<file path="src/rtl/shifter_pkg.sv">
// Shared constants for the iterative shifter: mode codes and FSM state encoding.
package shifter_pkg;

    localparam logic [1:0] MODE_SLL = 2'b00;
    localparam logic [1:0] MODE_SRL = 2'b01;
    localparam logic [1:0] MODE_SRA = 2'b10;
    localparam logic [1:0] MODE_ROR = 2'b11;

    typedef enum logic [1:0] {
        ST_IDLE  = 2'b00,
        ST_SHIFT = 2'b01,
        ST_DONE  = 2'b10
    } state_t;

endpackage

</file>
<file path="src/rtl/shift_step.sv">
// One iteration of the shifter: shifts by 0..STEP positions using a chain of
// conditional fixed-distance stages (1, 2, 4, ... STEP), each enabled by one
// bit of the amount.
module shift_step
    import shifter_pkg::*;
#(
    parameter int  WIDTH = 32,
    parameter int  STEP  = 4,
    localparam int AMT_W = $clog2(STEP) + 1
) (
    input  logic [WIDTH-1:0] val_i,
    input  logic [AMT_W-1:0] amt_i,
    input  logic [1:0]       mode_i,
    output logic [WIDTH-1:0] res_o
);

    logic [AMT_W:0][WIDTH-1:0] v;

    assign v[0] = val_i;

    for (genvar k = 0; k < AMT_W; k++) begin : g_stage
        localparam int D = 1 << k;
        logic [WIDTH-1:0] sh;

        if (D < WIDTH) begin : g_part
            // Fixed shift by D with mode-dependent fill.
            always_comb begin
                sh = v[k];
                case (mode_i)
                    MODE_SLL: sh = {v[k][WIDTH-1-D:0], {D{1'b0}}};
                    MODE_SRL: sh = {{D{1'b0}}, v[k][WIDTH-1:D]};
                    MODE_SRA: sh = {{D{v[k][WIDTH-1]}}, v[k][WIDTH-1:D]};
                    MODE_ROR: sh = {v[k][D-1:0], v[k][WIDTH-1:D]};
                    default:  sh = v[k];
                endcase
            end
        end else begin : g_full
            // Stage distance equals the width (only when STEP == WIDTH):
            // everything shifts out, rotate is the identity.
            always_comb begin
                sh = v[k];
                case (mode_i)
                    MODE_SLL: sh = '0;
                    MODE_SRL: sh = '0;
                    MODE_SRA: sh = {WIDTH{v[k][WIDTH-1]}};
                    MODE_ROR: sh = v[k];
                    default:  sh = v[k];
                endcase
            end
        end

        assign v[k+1] = amt_i[k] ? sh : v[k];
    end

    assign res_o = v[AMT_W];

endmodule

</file>
<file path="src/rtl/iterative_shifter.sv">
// Multi-cycle shifter: accepts one request in IDLE, shifts at most STEP bit
// positions per clock in SHIFT, then presents the result in DONE until the
// consumer takes it.
module iterative_shifter
    import shifter_pkg::*;
#(
    parameter int  WIDTH   = 32,
    parameter int  STEP    = 4,
    localparam int SHAMT_W = $clog2(WIDTH)
) (
    input  logic               clock,
    input  logic               reset,
    input  logic               in_valid,
    output logic               in_ready,
    input  logic [WIDTH-1:0]   data_in,
    input  logic [SHAMT_W-1:0] shamt,
    input  logic [1:0]         mode,
    output logic               out_valid,
    input  logic               out_ready,
    output logic [WIDTH-1:0]   data_out,
    output logic               busy
);

    localparam int AMT_W = $clog2(STEP) + 1;
    // One extra bit so STEP itself is representable even when STEP == WIDTH.
    localparam int CW    = SHAMT_W + 1;

    state_t               state_q;
    logic [WIDTH-1:0]     acc_q;
    logic [SHAMT_W-1:0]   rem_q;
    logic [1:0]           mode_q;
    logic                 in_ready_q;
    logic                 out_valid_q;
    logic                 busy_q;

    logic [CW-1:0]        rem_ext;
    logic [CW-1:0]        step_c;
    logic [CW-1:0]        d_wide;
    logic [AMT_W-1:0]     amt;
    logic                 last_step;
    logic [SHAMT_W-1:0]   rem_d;
    logic [WIDTH-1:0]     acc_d;

    // Per-cycle distance d = min(rem, STEP); d never exceeds rem, so rem_d cannot wrap.
    always_comb begin
        rem_ext   = {1'b0, rem_q};
        step_c    = CW'(STEP);
        last_step = (rem_ext <= step_c);
        d_wide    = last_step ? rem_ext : step_c;
        amt       = AMT_W'(d_wide);
        rem_d     = rem_q - SHAMT_W'(d_wide);
    end

    shift_step #(
        .WIDTH (WIDTH),
        .STEP  (STEP)
    ) u_step (
        .val_i  (acc_q),
        .amt_i  (amt),
        .mode_i (mode_q),
        .res_o  (acc_d)
    );

    // Control FSM with registered handshake outputs.
    always_ff @(posedge clock or posedge reset) begin
        if (reset) begin
            state_q     <= ST_IDLE;
            acc_q       <= '0;
            rem_q       <= '0;
            mode_q      <= MODE_SLL;
            in_ready_q  <= 1'b1;
            out_valid_q <= 1'b0;
            busy_q      <= 1'b0;
        end else begin
            case (state_q)
                ST_IDLE: begin
                    if (in_valid) begin
                        acc_q      <= data_in;
                        rem_q      <= shamt;
                        mode_q     <= mode;
                        in_ready_q <= 1'b0;
                        busy_q     <= 1'b1;
                        if (shamt == '0) begin
                            state_q     <= ST_DONE;
                            out_valid_q <= 1'b1;
                        end else begin
                            state_q <= ST_SHIFT;
                        end
                    end
                end
                ST_SHIFT: begin
                    acc_q <= acc_d;
                    rem_q <= rem_d;
                    if (last_step) begin
                        state_q     <= ST_DONE;
                        out_valid_q <= 1'b1;
                    end
                end
                ST_DONE: begin
                    if (out_ready) begin
                        state_q     <= ST_IDLE;
                        out_valid_q <= 1'b0;
                        in_ready_q  <= 1'b1;
                        busy_q      <= 1'b0;
                    end
                end
                default: begin
                    state_q     <= ST_IDLE;
                    in_ready_q  <= 1'b1;
                    out_valid_q <= 1'b0;
                    busy_q      <= 1'b0;
                end
            endcase
        end
    end

    assign in_ready  = in_ready_q;
    assign out_valid = out_valid_q;
    assign busy      = busy_q;
    assign data_out  = acc_q;

endmodule

</file>
<file path="config.mk">
export PLATFORM = sky130hd
export DESIGN_NAME = iterative_shifter
export DESIGN_NICKNAME = d
export VERILOG_FILES = /design/src/rtl/shifter_pkg.sv /design/src/rtl/shift_step.sv /design/src/rtl/iterative_shifter.sv
export SDC_FILE = /design/constraint.sdc
export NUM_CORES = 1
export LEC_CHECK = 0
export ABC_AREA = 1
export BUFFER_PORTS_ARGS = -buffer_cell sky130_fd_sc_hd__buf_2
export CAP_MARGIN = 20
export CORE_ASPECT_RATIO = 0.9
export CORE_UTILIZATION = 62
export CTS_BUF_LIST = sky130_fd_sc_hd__clkbuf_16
export DETAILED_ROUTE_END_ITERATION = 7
export PLACE_DENSITY_LB_ADDON = 0.05
export RECOVER_POWER = 25
export SETUP_SLACK_MARGIN = 0.15
export SLEW_MARGIN = 25
export SYNTH_ARGS = -nofsm -noshare
export SYNTH_HDL_FRONTEND = slang
export SYNTH_SLANG_ARGS = --single-unit
export TNS_END_PERCENT = 10
</file>
<file path="constraint.sdc">
create_clock -name clock -period 3.8 [get_ports clock]
set_input_delay 0.19 -clock clock [delete_from_list [all_inputs] [get_ports clock]]
set_output_delay 0.19 -clock clock [all_outputs]
set_load 0.02 [all_outputs]
</file>
==> impl_summary.log <==
INFO  metric buffer_ports.inserted = 77
INFO  metric post_synth_xor_area_fraction = 0.001996
INFO  metric antenna_cells_inserted = 0
INFO  metric first_global_vias = 4,799
INFO  metric synth-simple-area-share = 0.4962
INFO  metric setup_tns = 0 ns
INFO  metric cts_hold_buffers = 0
INFO  metric dominant_combinational_cell_family_by_area_after_synthesis = simple AND/OR/NAND/NOR gates
INFO  metric start_kind = register
INFO  metric layout_skew = 0.007714 ns
INFO  metric floorplan.io_pins = 78
INFO  metric post-route-period-util = 0.7687
INFO  metric drt_first_pass_iters = 5
INFO  metric fin_crit = 2.921 ns
INFO  metric worst_path_max_delay_cell = sky130_fd_sc_hd__inv_2
INFO  metric hold_path.class = in -> reg
INFO  metric critical-path-top-cell-by-count = sky130_fd_sc_hd__inv_2
INFO  metric postSynth.asyncResetShare = 1.000
INFO  metric gpl.final_weighted_congestion = 0.8991
INFO  metric slew_at_the_pin_closest_to_its_max_slew_limit = about 2.5 ns
INFO  metric route.detailed.wl_per_inst = 15.45 um
INFO  metric dominantRegCellSynth = sky130_fd_sc_hd__dfrtp_1
INFO  metric via_count = roughly 5,400
INFO  metric cellPowerDensity = around 1100 nW/um^2
INFO  metric timing.final.hold_violations = 0
INFO  metric initial_standard_cell_utilization_of_the_core = 0.6558
INFO  metric vdd.ir_drop.worst = about 0.83 mV
INFO  metric synth_compound_area_frac = 0.1417
INFO  metric critPathBufInv = 4
INFO  metric die_w = 90.68 um
INFO  metric timing_max_transition_violations_final = 45
INFO  metric antenna_violating_nets_post_route = 0
INFO  metric synth-edff-count = 0
INFO  metric cts_made_buffers = 5
INFO  metric synth_fa_ha_area_frac = 0.002851
INFO  metric synth-seq-cells = 44
INFO  metric cp.required = between 3 and 4 ns
INFO  metric post_cts_resized = 0
INFO  metric area.growth.synth_to_final = 10.64%
INFO  metric layout_cell_area_excl_fill = 4855 um^2
INFO  metric placed_cell_area = 4691 um^2
INFO  metric clock_root_buffer = sky130_fd_sc_hd__clkbuf_16
INFO  metric drc = 0
INFO  metric detail_route.vias_per_cell = 5.973
INFO  metric syn-instance-count = 755
INFO  metric rsz0062_at_grt = no
INFO  metric fmax = roughly 340 MHz
INFO  metric slew_headroom = -0.6704
INFO  metric worst_setup_hold_path_clk_slew = 0.07 ns
INFO  metric final_layout_size_suffix_gt1_frac = 0.1549
INFO  metric yosys.cell_types.count = 43
INFO  metric finalSetupViolations = 0
INFO  metric crit_path_cell_trace = buf_4 > inv_1 > nor2_2 > inv_2 > nand2_2 > inv_2 > nor2_1 > nand2_1 > o21ai_0
INFO  metric synthMuxAreaShare = 0
INFO  metric grt_remaining_overflow = 0
INFO  metric arrival = 3.07 ns
INFO  metric drt_wl_total = 13,860 um
INFO  metric finalHoldWorstSlack = about 0.13 ns
INFO  metric endpoint_kind = register
INFO  metric cap_violations = 1
INFO  metric syn-mean-instance-area = 5.812 um^2
INFO  metric drt_first_iter_violations = 556
INFO  metric cpLargestDelayFamily = buffers and inverters
INFO  metric global_route_wire_length_before_repair = 22,500 um
INFO  metric outcome = finished, violations left
INFO  metric synth.yosys.seq_area_share = 0.2512
INFO  metric final_stage_net_count = 850
INFO  metric antenna_found_initial = 0
INFO  metric static-leakage-power = 2.537 nW
INFO  metric clock_insertion_delay_worst_skew = 0.29 ns
INFO  metric die_height = 81.81 um
INFO  metric dp_hpwl = 9600 um
INFO  metric netlist_area = 4388 um^2
INFO  metric critical_path_class = reg -> reg
INFO  metric grt_start_max_net_pins = 53
INFO  metric placement_rows = 28
INFO  metric cts.repair_timing.setup_buffer_count = 0
INFO  metric utilization_of_the_core_after_routing = 0.7255
INFO  metric clock_tree_from_tritoncts = built
INFO  metric die-area = 7418 um^2
INFO  metric synth_warnings = 0
INFO  metric cts_num_sinks = 44
INFO  metric clockBufferDepth = 2
INFO  metric core_area = 6691 um^2
INFO  metric violations_in_the_final_reports = max-capacitance violations, max-slew violations
INFO  metric critPathMaxFanout = 52
INFO  metric crit_path_max_incr_delay = 0.74 ns
INFO  metric mappedNetlistNets = 799
INFO  metric h-tree-depth = 2
INFO  metric grt_total_usage = 0.3788
==> worst register-to-register path, delay by kind of cell (launching register included) <==
kind / cells / cell delay, ns
buffers and inverters: 4 / 1.49
AOI/OAI and AO/OA: 1 / 0.08
and+or+nand+nor: 4 / 0.61
DFF: 1 / 0.61
==> cells by family (layout without fill, tap and decap cells) <==
logic type,Yosys count,in the layout
XOR/XNOR,1,1
adder cells (fa/ha/maj),1,1
AND/OR/NAND/NOR,502,502
flip-flops,44,44
buffers and inverters,96,148
AO/OA/AOI/OAI,110,110
other,1,1
==> report_power, final <==
part           internal, mW  switching [mW]  leakage [nW]  total, mW
registers             0.723           0.281         0.526       1.00
logic                  1.12            2.52          1.93       3.64
clock network         0.310           0.203        0.0798      0.513
==> stage by stage <==
stage / std cells / worst slack (ns) / total power, mW
after floorplan: 755 / 2.126 / 3.723
after global placement: 889 / 1.094 / 4.448
after detailed placement: 889 / 1.010 / 4.553
after CTS: 897 / 0.9933 / 5.074
after global routing: 897 / 0.6969 / 5.618
final: 897 / 0.8790 / 5.160
==> state kept, by name, summed over array words and instances (netlist names) <==
signal,flops
data_out,32
rem_q,5
mode_q,2
state_q,2
busy,1
in_ready,1
out_valid,1
==> final timing paths <==
check | from | to | slack (ns) | cells after the start
max in group asynchronous | reset | data_out[22] | 1.55 | 3
setup reg to reg | state_q[0] | data_out[22] | 0.88 | 9
hold / removal | data_in[0] | data_out[0] | 0.13 | 3
hold reg to reg | in_ready | in_ready | 0.49 | 2
min in group asynchronous | reset | state_q[1] | 0.82 | 3
setup / recovery | state_q[0] | data_out[22] | 0.88 | 9
==> Yosys cell counts (2+ instances only) <==
cell type / n / area share
sky130_fd_sc_hd__nand2_1: 288 / 0.25
sky130_fd_sc_hd__nor2_1: 91 / 0.078
sky130_fd_sc_hd__nand3_1: 63 / 0.072
sky130_fd_sc_hd__inv_1: 51 / 0.044
sky130_fd_sc_hd__o21ai_0: 49 / 0.056
sky130_fd_sc_hd__dfrtp_1: 43 / 0.25
sky130_fd_sc_hd__nand4_1: 31 / 0.044
sky130_fd_sc_hd__o21ai_1: 24 / 0.027
sky130_fd_sc_hd__a21oi_1: 16 / 0.018
sky130_fd_sc_hd__buf_2: 14 / 0.016
sky130_fd_sc_hd__clkbuf_1: 10 / 0.0086
sky130_fd_sc_hd__buf_6: 8 / 0.021
sky130_fd_sc_hd__and2_1: 6 / 0.0086
sky130_fd_sc_hd__buf_4: 6 / 0.010
sky130_fd_sc_hd__o21ai_2: 6 / 0.012
sky130_fd_sc_hd__nand3b_1: 5 / 0.0086
sky130_fd_sc_hd__inv_2: 4 / 0.0034
sky130_fd_sc_hd__a21oi_2: 3 / 0.0060
sky130_fd_sc_hd__nand2_2: 3 / 0.0043
sky130_fd_sc_hd__nor2_2: 3 / 0.0043
sky130_fd_sc_hd__nor2_4: 3 / 0.0077
sky130_fd_sc_hd__o211ai_1: 3 / 0.0051
sky130_fd_sc_hd__buf_1: 2 / 0.0017
sky130_fd_sc_hd__nand2_4: 2 / 0.0051
sky130_fd_sc_hd__nand3_2: 2 / 0.0046
sky130_fd_sc_hd__or2_2: 2 / 0.0029
==> layer usage <==
| metal | GRT usage | routed length [um] |
|---|---|---|
| met4 | 0.1371 | 337 |
| met3 | 0.07222 | 1609 |
| met1 | 0.5006 | 5751 |
| met2 | 0.6235 | 6165 |
| met5 | 0 | 0 |
==> cell type report <==
cell class | instances | area [um^2]
Sequential cell | 44 | 1102
Tap cell | 90 | 112.6
Inverter | 55 | 206.4
Clock buffer | 5 | 125.1
Timing Repair Buffer | 85 | 441.7
Multi-Input combinational cell | 615 | 2824
Fill cell | 613 | 1837
Clock inverter | 3 | 42.54
==> cell usage in the layout, fill, tap and decap left out, types with 2 or more instances in the layout <==
cell type | netlist | layout
sky130_fd_sc_hd__buf_4 | 6 | 7
sky130_fd_sc_hd__nor2_1 | 91 | 91
sky130_fd_sc_hd__nand3_2 | 2 | 2
sky130_fd_sc_hd__nand3_1 | 63 | 63
sky130_fd_sc_hd__o211ai_1 | 3 | 3
sky130_fd_sc_hd__nand3b_1 | 5 | 5
sky130_fd_sc_hd__clkbuf_16 | 0 | 5
sky130_fd_sc_hd__inv_1 | 51 | 50
sky130_fd_sc_hd__nand2_1 | 288 | 288
sky130_fd_sc_hd__nor2_2 | 3 | 3
sky130_fd_sc_hd__o21ai_0 | 49 | 49
sky130_fd_sc_hd__and2_1 | 6 | 6
sky130_fd_sc_hd__nand2_4 | 2 | 2
sky130_fd_sc_hd__buf_2 | 14 | 77
sky130_fd_sc_hd__a21oi_2 | 3 | 3
sky130_fd_sc_hd__nand4_1 | 31 | 31
sky130_fd_sc_hd__o21ai_2 | 6 | 6
sky130_fd_sc_hd__inv_2 | 4 | 4
sky130_fd_sc_hd__a21oi_1 | 16 | 16
sky130_fd_sc_hd__nand2_2 | 3 | 3
sky130_fd_sc_hd__o21ai_1 | 24 | 24
sky130_fd_sc_hd__or2_2 | 2 | 2
sky130_fd_sc_hd__dfrtp_1 | 43 | 43
sky130_fd_sc_hd__nor2_4 | 3 | 3
Note: power is estimated with default switching activity, not from simulation.
